File: config.mk
export PLATFORM = sky130hd
export DESIGN_NAME = rev_apb_arbiter
export DESIGN_NICKNAME = d
export VERILOG_FILES = /design/src/rtl/rev_apb_pkg.sv /design/src/rtl/rev_rr_arbiter.sv /design/src/rtl/rev_apb_arbiter.sv
export SDC_FILE = /design/constraint.sdc
export NUM_CORES = 1
export LEC_CHECK = 0
export CAP_MARGIN = 0
export CORE_MARGIN = 10
export CORE_UTILIZATION = 38
export DETAILED_ROUTE_END_ITERATION = 7
export HOLD_SLACK_MARGIN = 0.03
export PLACE_DENSITY = 0.81
export SLEW_MARGIN = 20
export SYNTH_ARGS = -nofsm -noshare
export SYNTH_HDL_FRONTEND = slang
export SYNTH_SLANG_ARGS = --single-unit
File: constraint.sdc
create_clock -name pclk -period 4 [get_ports pclk]
set_input_delay 0.8 -clock pclk [delete_from_list [all_inputs] [get_ports pclk]]
set_output_delay 0.8 -clock pclk [all_outputs]
set_load 0.005 [all_outputs]
File: src/rtl/rev_apb_pkg.sv
// rev_apb_pkg: shared state encoding, default widths and timeout counter sizing
package rev_apb_pkg;
  typedef enum logic [1:0] {IDLE, SETUP, ACCESS} apb_state_e;
  localparam int DEF_PADDR_SIZE = 4;
  localparam int DEF_DATA_W = 32;
  function automatic int tmo_w(input int t);
    return (t > 0) ? $clog2(t + 1) : 1;
  endfunction
endpackage

File: src/rtl/rev_rr_arbiter.sv
// rev_rr_arbiter: round-robin pointer with next-grant search starting after the last winner
module rev_rr_arbiter #(
  parameter int NREQ = 2,
  localparam int IW = $clog2(NREQ)
) (
  input  logic            pclk,
  input  logic            prst,
  input  logic [NREQ-1:0] req,
  input  logic            upd,
  input  logic [IW-1:0]   upd_idx,
  output logic [NREQ-1:0] grant,
  output logic [IW-1:0]   idx
);
  logic [IW-1:0] last, j;
  logic found;
  always_ff @(posedge pclk or posedge prst)
    if (prst) last <= IW'(NREQ - 1);
    else if (upd) last <= upd_idx;
  always_comb begin
    found = 1'b0;
    idx = '0;
    j = '0;
    for (int i = 1; i <= NREQ; i++) begin
      j = IW'((int'(last) + i) % NREQ);
      if (!found && req[j]) begin
        found = 1'b1;
        idx = j;
      end
    end
    grant = '0;
    grant[idx] = found;
  end
endmodule

File: src/rtl/rev_apb_arbiter.sv
// rev_apb_arbiter: round-robin sharing of one APB slave among NREQ requesters with timeout abort
module rev_apb_arbiter
  import rev_apb_pkg::*;
#(
  parameter int NREQ       = 2,
  parameter int PADDR_SIZE = DEF_PADDR_SIZE,
  parameter int DATA_W     = DEF_DATA_W,
  parameter int TIMEOUT    = 16
) (
  input  logic                     pclk,
  input  logic                     prst,
  input  logic [NREQ-1:0]          req_valid,
  input  logic [NREQ-1:0]          req_write,
  input  logic [NREQ*PADDR_SIZE-1:0] req_addr,
  input  logic [NREQ*DATA_W-1:0]   req_wdata,
  input  logic [NREQ*DATA_W/8-1:0] req_strb,
  output logic [NREQ-1:0]          req_ready,
  output logic [NREQ-1:0]          rsp_valid,
  output logic [DATA_W-1:0]        rsp_rdata,
  output logic                     rsp_err,
  output logic                     busy,
  output logic                     psel,
  output logic                     penable,
  output logic                     pwrite,
  output logic [PADDR_SIZE-1:0]    paddr,
  output logic [DATA_W-1:0]        pwdata,
  output logic [DATA_W/8-1:0]      pstrb,
  input  logic                     pready,
  input  logic                     pslverr,
  input  logic [DATA_W-1:0]        prdata
);
  localparam int IW = $clog2(NREQ);
  localparam int SW = DATA_W / 8;
  localparam int TW = tmo_w(TIMEOUT);
  localparam logic [TW-1:0] TLIM = TW'((TIMEOUT > 0) ? TIMEOUT - 1 : 0);
  apb_state_e state, state_n;
  logic [NREQ-1:0] grant, g_oh;
  logic [IW-1:0] idx, gidx;
  logic [TW-1:0] cnt;
  logic tmo_hit, fin, take;
  logic [PADDR_SIZE-1:0] addr_a [NREQ];
  logic [DATA_W-1:0] wdata_a [NREQ];
  logic [SW-1:0] strb_a [NREQ];
  for (genvar i = 0; i < NREQ; i++) begin : g_unpack
    assign addr_a[i] = req_addr[i*PADDR_SIZE +: PADDR_SIZE];
    assign wdata_a[i] = req_wdata[i*DATA_W +: DATA_W];
    assign strb_a[i] = req_strb[i*SW +: SW];
  end
  assign tmo_hit = (TIMEOUT > 0) && (cnt == TLIM);
  assign fin = (state == ACCESS) && (pready || tmo_hit);
  assign take = (state == IDLE) && |req_valid;
  rev_rr_arbiter #(.NREQ(NREQ)) u_rr (
    .pclk(pclk),
    .prst(prst),
    .req(req_valid),
    .upd(fin),
    .upd_idx(gidx),
    .grant(grant),
    .idx(idx)
  );
  always_ff @(posedge pclk or posedge prst)
    if (prst) state <= IDLE;
    else state <= state_n;
  always_comb begin
    state_n = (state == IDLE) ? (take ? SETUP : IDLE) :
              (state == SETUP) ? ACCESS :
              (fin ? IDLE : ACCESS);
  end
  always_comb begin
    psel = state != IDLE;
    penable = state == ACCESS;
    busy = state != IDLE;
    req_ready = (take && !prst) ? grant : '0;
  end
  always_ff @(posedge pclk or posedge prst)
    if (prst) begin
      gidx <= '0;
      g_oh <= '0;
      pwrite <= 1'b0;
      paddr <= '0;
      pwdata <= '0;
      pstrb <= '0;
      cnt <= '0;
      rsp_valid <= '0;
      rsp_rdata <= '0;
      rsp_err <= 1'b0;
    end else begin
      if (take) begin
        gidx <= idx;
        g_oh <= grant;
        pwrite <= req_write[idx];
        paddr <= addr_a[idx];
        pwdata <= req_write[idx] ? wdata_a[idx] : '0;
        pstrb <= req_write[idx] ? strb_a[idx] : '0;
      end
      cnt <= (state != ACCESS || fin) ? '0 : ((cnt == '1) ? cnt : cnt + 1'b1);
      rsp_valid <= fin ? g_oh : '0;
      rsp_rdata <= (fin && pready && !pwrite) ? prdata : '0;
      rsp_err <= fin && (!pready || pslverr);
    end
endmodule

==> impl_metrics.json, run 1 <==
{
  "outcome": "finished clean",
  "synthCells": 273,
  "detail_route.first_pass.iterations": 4,
  "cts.sinks": 87,
  "fin_util_pct": 63.2,
  "final_common_cell": "clkdlybuf4s50_1",
  "fmax_mhz": 321,
  "max_stage_delay_ps": 490,
  "layout.nets": 590,
  "period_needed_ps": 3120,
  "worst_path_dominant_cell_family": "buffers and inverters",
  "dp_slack_ps": 887,
  "cts_tree": "done",
  "initial_utilization_pct": 38.6,
  "finalHoldViolCount": 0,
  "io_buffer_count": 200,
  "clockBufferDepth": 2,
  "powerDensity_mw_per_mm2": 519,
  "critPathRequiredTime_ps": 3200,
  "critPathBufInv": 3,
  "post-cts-setup-buffers": 0,
  "clk_pin_slew_ps": 90,
  "power_frac_seq_pct": 40.7,
  "fin_ws_ps": 881,
  "cpMostUsedCell": "clkdlybuf4s50_1",
  "cts_buffers": 9,
  "cts_resized": 0,
  "layout_common_cells": "clkdlybuf4s50_1, dfrtp_1, a221o_1, and2_1, a21boi_0",
  "ir_worst_vdd_mv": 0.263,
  "arrival_ps": 2320,
  "period_share_pct": 78.0,
  "dp_cells": 567,
  "critical_path_class": "in -> out",
  "pwr-share-comb_pct": 39.7,
  "p_sw_share_pct": 31.2,
  "p_clk_share_pct": 19.6,
  "vias": 2976,
  "tns_ps": 0,
  "synthTopCellsByArea": "dfrtp_1, a221o_1, a21boi_0, and2_1, mux2i_1",
  "ys_warn_count": 0,
  "tightestPinTransition_ps": 863,
  "n_antenna_cell": 0,
  "h-tree-depth": 3,
  "synth_nets": 396,
  "ios": 201,
  "drive_gt1_share_pct": 5.51,
  "cts_root_buffer": "clkbuf_8",
  "synth.avg_cell_area_um2": 12.9,
  "drt_wl_total_um": 11600,
  "drtIter0Drc": 139,
  "netlist_area_mm2": 0.00353,
  "design_area_mm2": 0.00578,
  "timing.clock.skew_ps": 9.74,
  "finalSetupViolCount": 0,
  "critPathMaxFanout": 11,
  "grt_max_degree": 88,
  "dp_hpwl_um": 8620,
  "start_kind": "input port",
  "die_x_um": 116,
  "synth-seq-cells": 87,
  "stdcell_count": 583,
  "end_kind": "output port",
  "fillers": 758,
  "grt_use_total_pct": 16.6,
  "insertion_delay_ps": 340,
  "seqCellArea_mm2": 0.00218,
  "min_path_type": "reg -> reg",
  "rows": 35,
  "crit_path_cell_trace": "clkdlybuf4s50_1 -> a21boi_1 -> buf_4 -> and3_1 -> clkdlybuf4s50_1",
  "grt_overflow": 0,
  "slowest_stage": "clkdlybuf4s50_1",
  "cts_hold_buffers": 0,
  "yosysTopAreaCell": "dfrtp_1",
  "slew-limit-headroom_pct": 42.5,
  "antenna_left": 0,
  "drv_cap": 0,
  "yosysSeqAreaShare_pct": 61.7,
  "grt_pass1_wl_um": 17700,
  "p_leak_uw": 0.00253,
  "core_mm2": 0.00915,
  "place_area_mm2": 0.00559,
  "grt_pass1_vias": 3251,
  "multiInputGateArea_mm2": 0.00121,
  "netlist-cell-type-count": 31,
  "drc": 0,
  "grt_antenna_before_repair": 0,
  "routed_via_density": 5.10,
  "gp_congestion": 0.747,
  "die_y_um": 116,
  "p_int_uw": 2070,
  "post_drt_wl_per_cell_um": 19.9,
  "drv_slew": 0,
  "die_area_mm2": 0.0136,
  "rsz0062_at_grt": "no",
  "switching_power_uw": 935,
  "syn_to_final_growth_pct": 63.7,
  "netlist.area_leader.share_pct": 60.9
}
sequential cells by signal, summed over array words and instances, names as in the netlist:
| register | flops |
|---|---|
| pstrb | 4 |
| rsp_valid | 2 |
| paddr | 4 |
| u_rr.last | 1 |
| rsp_err | 1 |
| rsp_rdata | 32 |
| pwrite | 1 |
| state | 2 |
| cnt | 5 |
| gidx | 1 |
| pwdata | 32 |
| g_oh | 2 |
power groups by stage:
stage / clock, µW / combinational (µW) / sequential (µW)
after floorplan: 0 / 515 / 1240
after CTS: 610 / 1210 / 1220
final: 587 / 1190 / 1220
after detailed placement: 0 / 1200 / 1240
after global routing: 640 / 1280 / 1250
after global placement: 0 / 1180 / 1230
layer usage:
| metal | wire length [µm] | GRT usage, % |
|---|---|---|
| met3 | 868 | 4.88 |
| met5 | 0 | 0 |
| met2 | 6250 | 29.5 |
| met4 | 241 | 6.01 |
| met1 | 4250 | 18.3 |
worst register-to-register path: stages, from the launching register on:
cell	delay, ps
dfrtp_1	420
nor2_4	120
buf_4	420
o2111a_1	260
buf_4	360
a221o_1	260
path summary, 6_finish.rpt:
| path | slack [ps] | cells past startpoint | to | from |
|---|---|---|---|---|
| setup / recovery | 880 | 5 | req_ready[1] | req_valid[1] |
| hold / removal | 490 | 1 | rsp_valid[1] | g_oh[1] |
| setup reg to reg | 2100 | 5 | pstrb[0] | state[0] |
| hold reg to reg | 490 | 1 | rsp_valid[1] | g_oh[1] |
| max in group asynchronous | 2410 | 3 | pwdata[13] | prst |
| min in group asynchronous | 1020 | 3 | rsp_valid[0] | prst |
synthesized netlist by cell type, drive strengths merged:
master,number
nand4b,1
o2111a,1
a21boi,38
and3,3
dfstp,1
a21o,1
xnor2,1
nor3,1
mux2i,6
inv,6
and2b,1
a2bb2oi,1
mux2,1
nand2,2
a221o,36
dfrtp,86
clkbuf,8
xor2,2
or2,1
nor2b,2
buf,15
and3b,1
a21oi,11
ha,3
a22o,2
nor2,8
and2,34
logic make-up after synthesis:
logic type	after synthesis	synth area share (%)
compound gates	90	21.1
mux	7	2.02
fa+ha+maj	3	1.06
buf+inv	29	4.43
simple gates	54	8.99
xor+xnor	3	0.744
flops	87	61.7
per-stage QoR:
step	total power (µW)	hold slack (ps)
2_1_floorplan	1750	443
3_3_place_gp	2410	466
4_1_cts	3040	493
5_1_grt	3170	527
6_report	3000	489
3_5_place_dp	2440	472
area by class of cell:
class / count / share of cell area [%]
Clock buffer: 9 / 2.14
Clock inverter: 7 / 1.08
Inverter: 6 / 0.411
Multi-Input combinational cell: 157 / 20.9
Sequential cell: 87 / 37.7
Tap cell: 111 / 2.40
Timing Repair Buffer: 206 / 35.5
Note: power is estimated with default switching activity, not from simulation.
==> run 2: changes to the inputs <==
--- a/config.mk
+++ b/config.mk
@@ -7,10 +7,10 @@
 export LEC_CHECK = 0
 export CAP_MARGIN = 0
 export CORE_MARGIN = 10
-export CORE_UTILIZATION = 38
+export CORE_UTILIZATION = 35
 export DETAILED_ROUTE_END_ITERATION = 7
 export HOLD_SLACK_MARGIN = 0.03
-export PLACE_DENSITY = 0.81
+export PLACE_DENSITY = 0.78
 export SLEW_MARGIN = 20
 export SYNTH_ARGS = -nofsm -noshare
 export SYNTH_HDL_FRONTEND = slang
==> constraint.sdc (replaced) <==
create_clock -name pclk -period 2.7 [get_ports pclk]
set_input_delay 0.54 -clock pclk [delete_from_list [all_inputs] [get_ports pclk]]
set_output_delay 0.54 -clock pclk [all_outputs]
set_load 0.005 [all_outputs]
==> impl_metrics.json, run 2 (same netlist as run 1, synthesis figures left out) <==
{
  "outcome": "finished clean",
  "stdcell_count": 607,
  "end_kind": "output port",
  "die_y_um": 120,
  "final_common_cell": "clkdlybuf4s50_1",
  "powerDensity_mw_per_mm2": 785,
  "cts_buffers": 9,
  "cts_tree": "done",
  "h-tree-depth": 3,
  "ir_worst_vdd_mv": 0.376,
  "dp_slack_ps": 133,
  "rsz0062_at_grt": "no",
  "gp_congestion": 0.744,
  "vias": 2997,
  "drtIter0Drc": 143,
  "syn_to_final_growth_pct": 65.9,
  "critPathRequiredTime_ps": 2160,
  "p_sw_share_pct": 29.0,
  "post_drt_wl_per_cell_um": 19.5,
  "grt_pass1_wl_um": 18700,
  "post-cts-setup-buffers": 0,
  "drive_gt1_share_pct": 5.49,
  "insertion_delay_ps": 350,
  "detail_route.first_pass.iterations": 4,
  "cts_root_buffer": "clkbuf_8",
  "n_antenna_cell": 0,
  "ios": 201,
  "antenna_left": 0,
  "finalHoldViolCount": 0,
  "clockBufferDepth": 2,
  "reg2reg_depth": 5,
  "arrival_ps": 2020,
  "drt_wl_total_um": 11800,
  "critPathMaxFanout": 3,
  "grt_pass1_vias": 3373,
  "die_area_mm2": 0.0145,
  "p_clk_share_pct": 22.0,
  "grt_use_total_pct": 16.1,
  "die_x_um": 120,
  "period_needed_ps": 2560,
  "critical_path_class": "in -> out",
  "finalSetupViolCount": 0,
  "power_frac_seq_pct": 39.5,
  "cts_resized": 0,
  "routed_via_density": 4.94,
  "whs_path_depth": 1,
  "cts.sinks": 87,
  "slew-limit-headroom_pct": 44.6,
  "core_mm2": 0.00982,
  "pwr-share-comb_pct": 38.6,
  "initial_utilization_pct": 36.0,
  "fillers": 848,
  "drc": 0,
  "grt_max_degree": 45,
  "timing.clock.skew_ps": 6.40,
  "reg_top3": "pwdata (32), rsp_rdata (32), cnt (5)",
  "io_buffer_count": 200,
  "p_int_uw": 3270,
  "start_kind": "input port",
  "clk_pin_slew_ps": 80,
  "layout_common_cells": "clkdlybuf4s50_1, dfrtp_1, a221o_1, and2_1, a21boi_0",
  "switching_power_uw": 1340,
  "layout.nets": 592,
  "cts_hold_buffers": 0,
  "drv_slew": 0,
  "fmax_mhz": 391,
  "p_leak_uw": 0.00255,
  "grt_antenna_before_repair": 0,
  "dp_hpwl_um": 9140,
  "dp_cells": 591,
  "tightestPinTransition_ps": 831,
  "grt_overflow": 0,
  "min_path_type": "reg -> reg",
  "rows": 36,
  "period_share_pct": 94.8,
  "fin_ws_ps": 139,
  "drv_cap": 0
}
==> run 2: cell count changes in the layout (fill, tap and decap cells not counted), sizes merged <==
cell      delta
bufinv       +2
inv          -4
clkinv       -2
clkinvlp     +1
clkbuf       +3
buf          +2
==> run 2: layer usage <==
metal  wire length (µm)  GRT usage (%)
met3                850           5.63
met2               6420           29.4
met5                  0              0
met1               4400           16.8
met4                172           5.66
==> run 2: metrics by stage <==
step	cell area, µm²	TNS [ps]	total power [µW]	hold WS (ps)	util (%)
floorplan	3540	-20.7	2600	443	-
global placement	5640	0	3580	462	57.4
detailed placement	5640	0	3640	467	57.4
CTS	5860	0	4670	486	59.7
global route	5860	0	4890	496	59.7
finish	5860	0	4600	486	59.7
==> run 2: final timing paths <==
| check | from | to | slack, ps |
|---|---|---|---|
| worst max-delay path | req_valid[1] | req_ready[1] | 140 |
| worst min-delay path | g_oh[1] | rsp_valid[1] | 490 |
| worst max register to register | u_rr.last | pwdata[1] | 870 |
| worst min register to register | g_oh[1] | rsp_valid[1] | 490 |
| max in group asynchronous | prst | pwdata[4] | 980 |
| min in group asynchronous | prst | rsp_valid[1] | 750 |
==> run 2: power groups by stage <==
stage	Sequential, µW	Clock (µW)	Combinational (µW)
finish	1820	1010	1770
global route	1860	1090	1940
CTS	1820	1040	1810
detailed placement	1840	0	1800
global placement	1830	0	1760
floorplan	1830	0	764
==> run 2: layout make-up <==
type / count / area, µm² / share of cell area [%]
tap: 133 / 166 / 2.84
clock inverter: 4 / 77.6 / 1.32
multi-input combinational: 157 / 1210 / 20.6
inverter: 6 / 26.3 / 0.448
timing repair buffer: 208 / 2060 / 35.2
clock buffer: 12 / 145 / 2.48
sequential: 87 / 2180 / 37.2
==> run 2: critical path: stages <==
cell and delay [ps]:
clkdlybuf4s50_1 510, a21boi_1 290, and3_1 190, clkdlybuf4s50_1 500
==> run 3: changes to the inputs <==
--- a/config.mk
+++ b/config.mk
@@ -5,9 +5,10 @@
 export SDC_FILE = /design/constraint.sdc
 export NUM_CORES = 1
 export LEC_CHECK = 0
-export CAP_MARGIN = 0
+export CORE_ASPECT_RATIO = 1.2
 export CORE_MARGIN = 10
 export CORE_UTILIZATION = 35
+export CTS_CLUSTER_SIZE = 14
 export DETAILED_ROUTE_END_ITERATION = 7
 export HOLD_SLACK_MARGIN = 0.03
 export PLACE_DENSITY = 0.78
==> impl_metrics.json, run 3 (same netlist as run 1, synthesis figures left out) <==
{
  "powerDensity_mw_per_mm2": 822,
  "cts.sinks": 87,
  "grt_max_degree": 88,
  "cts_hold_buffers": 0,
  "die_y_um": 130,
  "stdcell_count": 604,
  "drt_wl_total_um": 12100,
  "fin_hold_ws_ps": 505,
  "drv_cap": 0,
  "grt_overflow": 0,
  "clk_pin_slew_ps": 60,
  "finalSetupViolCount": 0,
  "power_uw": 4920,
  "grt_pass1_vias": 3285,
  "slew-limit-headroom_pct": 44.6,
  "critPathRequiredTime_ps": 2160,
  "die_area_mm2": 0.0145,
  "critical_path_class": "in -> out",
  "ir_worst_vdd_mv": 0.445,
  "detail_route.first_pass.iterations": 4,
  "insertion_delay_ps": 330,
  "clockBufferDepth": 2,
  "grt_pass1_wl_um": 18700,
  "routed_via_density": 4.95,
  "dp_hpwl_um": 9180,
  "drv_slew": 0,
  "start_kind": "input port",
  "rsz0062_at_grt": "no",
  "drc": 0,
  "crit_path_cell_trace": "clkdlybuf4s50_1 -> or2_1 -> nand2_1 -> nor3_1 -> clkdlybuf4s50_1",
  "dp_cells": 586,
  "core_mm2": 0.00996,
  "ios": 201,
  "cts_tree": "done",
  "cts_buffers": 9,
  "h-tree-depth": 3,
  "arrival_ps": 2020,
  "syn_to_final_growth_pct": 69.4,
  "fmax_mhz": 391,
  "critPathBufInv": 2,
  "slowest_stage": "clkdlybuf4s50_1",
  "worst_path_dominant_cell_family": "buffers and inverters",
  "final_common_cell": "clkdlybuf4s50_1",
  "cpMostUsedCell": "clkdlybuf4s50_1",
  "vias": 2987,
  "p_leak_uw": 0.00261,
  "gp_congestion": 0.779,
  "end_kind": "output port",
  "critPathMaxFanout": 3,
  "layout.nets": 597,
  "outcome": "finished clean",
  "post_drt_wl_per_cell_um": 20.1,
  "reg_top3": "pwdata (32), rsp_rdata (32), cnt (5)",
  "antenna_left": 0,
  "tightestPinTransition_ps": 831,
  "drive_gt1_share_pct": 6.90,
  "die_x_um": 112,
  "fin_util_pct": 60.1,
  "grt_antenna_before_repair": 0,
  "finalHoldViolCount": 0,
  "max_stage_delay_ps": 560,
  "grt_use_total_pct": 16.2,
  "fillers": 796,
  "rows": 40,
  "layout_common_cells": "clkdlybuf4s50_1, dfrtp_1, a221o_1, and2_1, a21boi_0",
  "n_antenna_cell": 0,
  "tns_ps": 0,
  "timing.clock.skew_ps": 8.05,
  "drtIter0Drc": 169,
  "period_needed_ps": 2560,
  "initial_utilization_pct": 35.5,
  "io_buffer_count": 200,
  "period_share_pct": 94.6,
  "min_path_type": "reg -> reg",
  "cts_root_buffer": "clkbuf_16"
}
run 3: path summary, 6_finish.rpt:
path	to	cells after the start	startpoint	slack, ps
setup / recovery	req_ready[0]	5	req_valid[0]	140
hold / removal	rsp_valid[1]	1	g_oh[1]	510
setup reg to reg	pstrb[2]	6	state[1]	640
hold reg to reg	rsp_valid[1]	1	g_oh[1]	510
max in group asynchronous	pwdata[0]	3	prst	1350
min in group asynchronous	g_oh[0]	3	prst	830
run 3: stage by stage:
step	area (µm²)	worst slack, ps
after CTS	5960	19.1
after global placement	5660	62.5
after detailed placement	5660	34.6
after floorplan	3540	-20.7
final	5990	145
after global routing	5990	1.58
run 3: report_power, final:
group	total [µW]	leakage [µW]	internal, µW	switching [µW]
Clock	1230	0.000141	737	498
Sequential	1820	0.00115	1640	176
Combinational	1870	0.00132	1130	736
Total	4920	0.00261	3510	1410
run 3: cell type report:
type                    instances  area, µm²  share of cell area (%)
clock buffers                  10        239                    3.99
well taps                     126        158                    2.63
inverters                       6       26.3                   0.439
multi-input cells             157       1210                    20.2
clock inverters                 5       58.8                   0.982
flip-flops and latches         87       2180                    36.4
repair buffers                213       2120                    35.3
run 3: worst register-to-register path, cell delays in order, from the launching register on:
cell	delay, ps
dfrtp_1	420
nor2_4	200
buf_4	140
buf_4	200
o2111a_1	600
buf_12	250
a221o_1	170
run 3: metal layers:
| layer | share of wire [%] | track usage, % | up-vias |
|---|---|---|---|
| met2 | 53 | 28.4 | 124 |
| met3 | 8.3 | 6.66 | 13 |
| li1 | - | - | 1385 |
| met1 | 37 | 17.5 | 1465 |
| met4 | 1.4 | 5.00 | 0 |
| met5 | 0 | 0 | - |
run 3: timing repair:
action,4_1_cts,5_1_grt
setup endpoints to repair,0,2
setup buffers,0,3
gates resized for setup,0,1
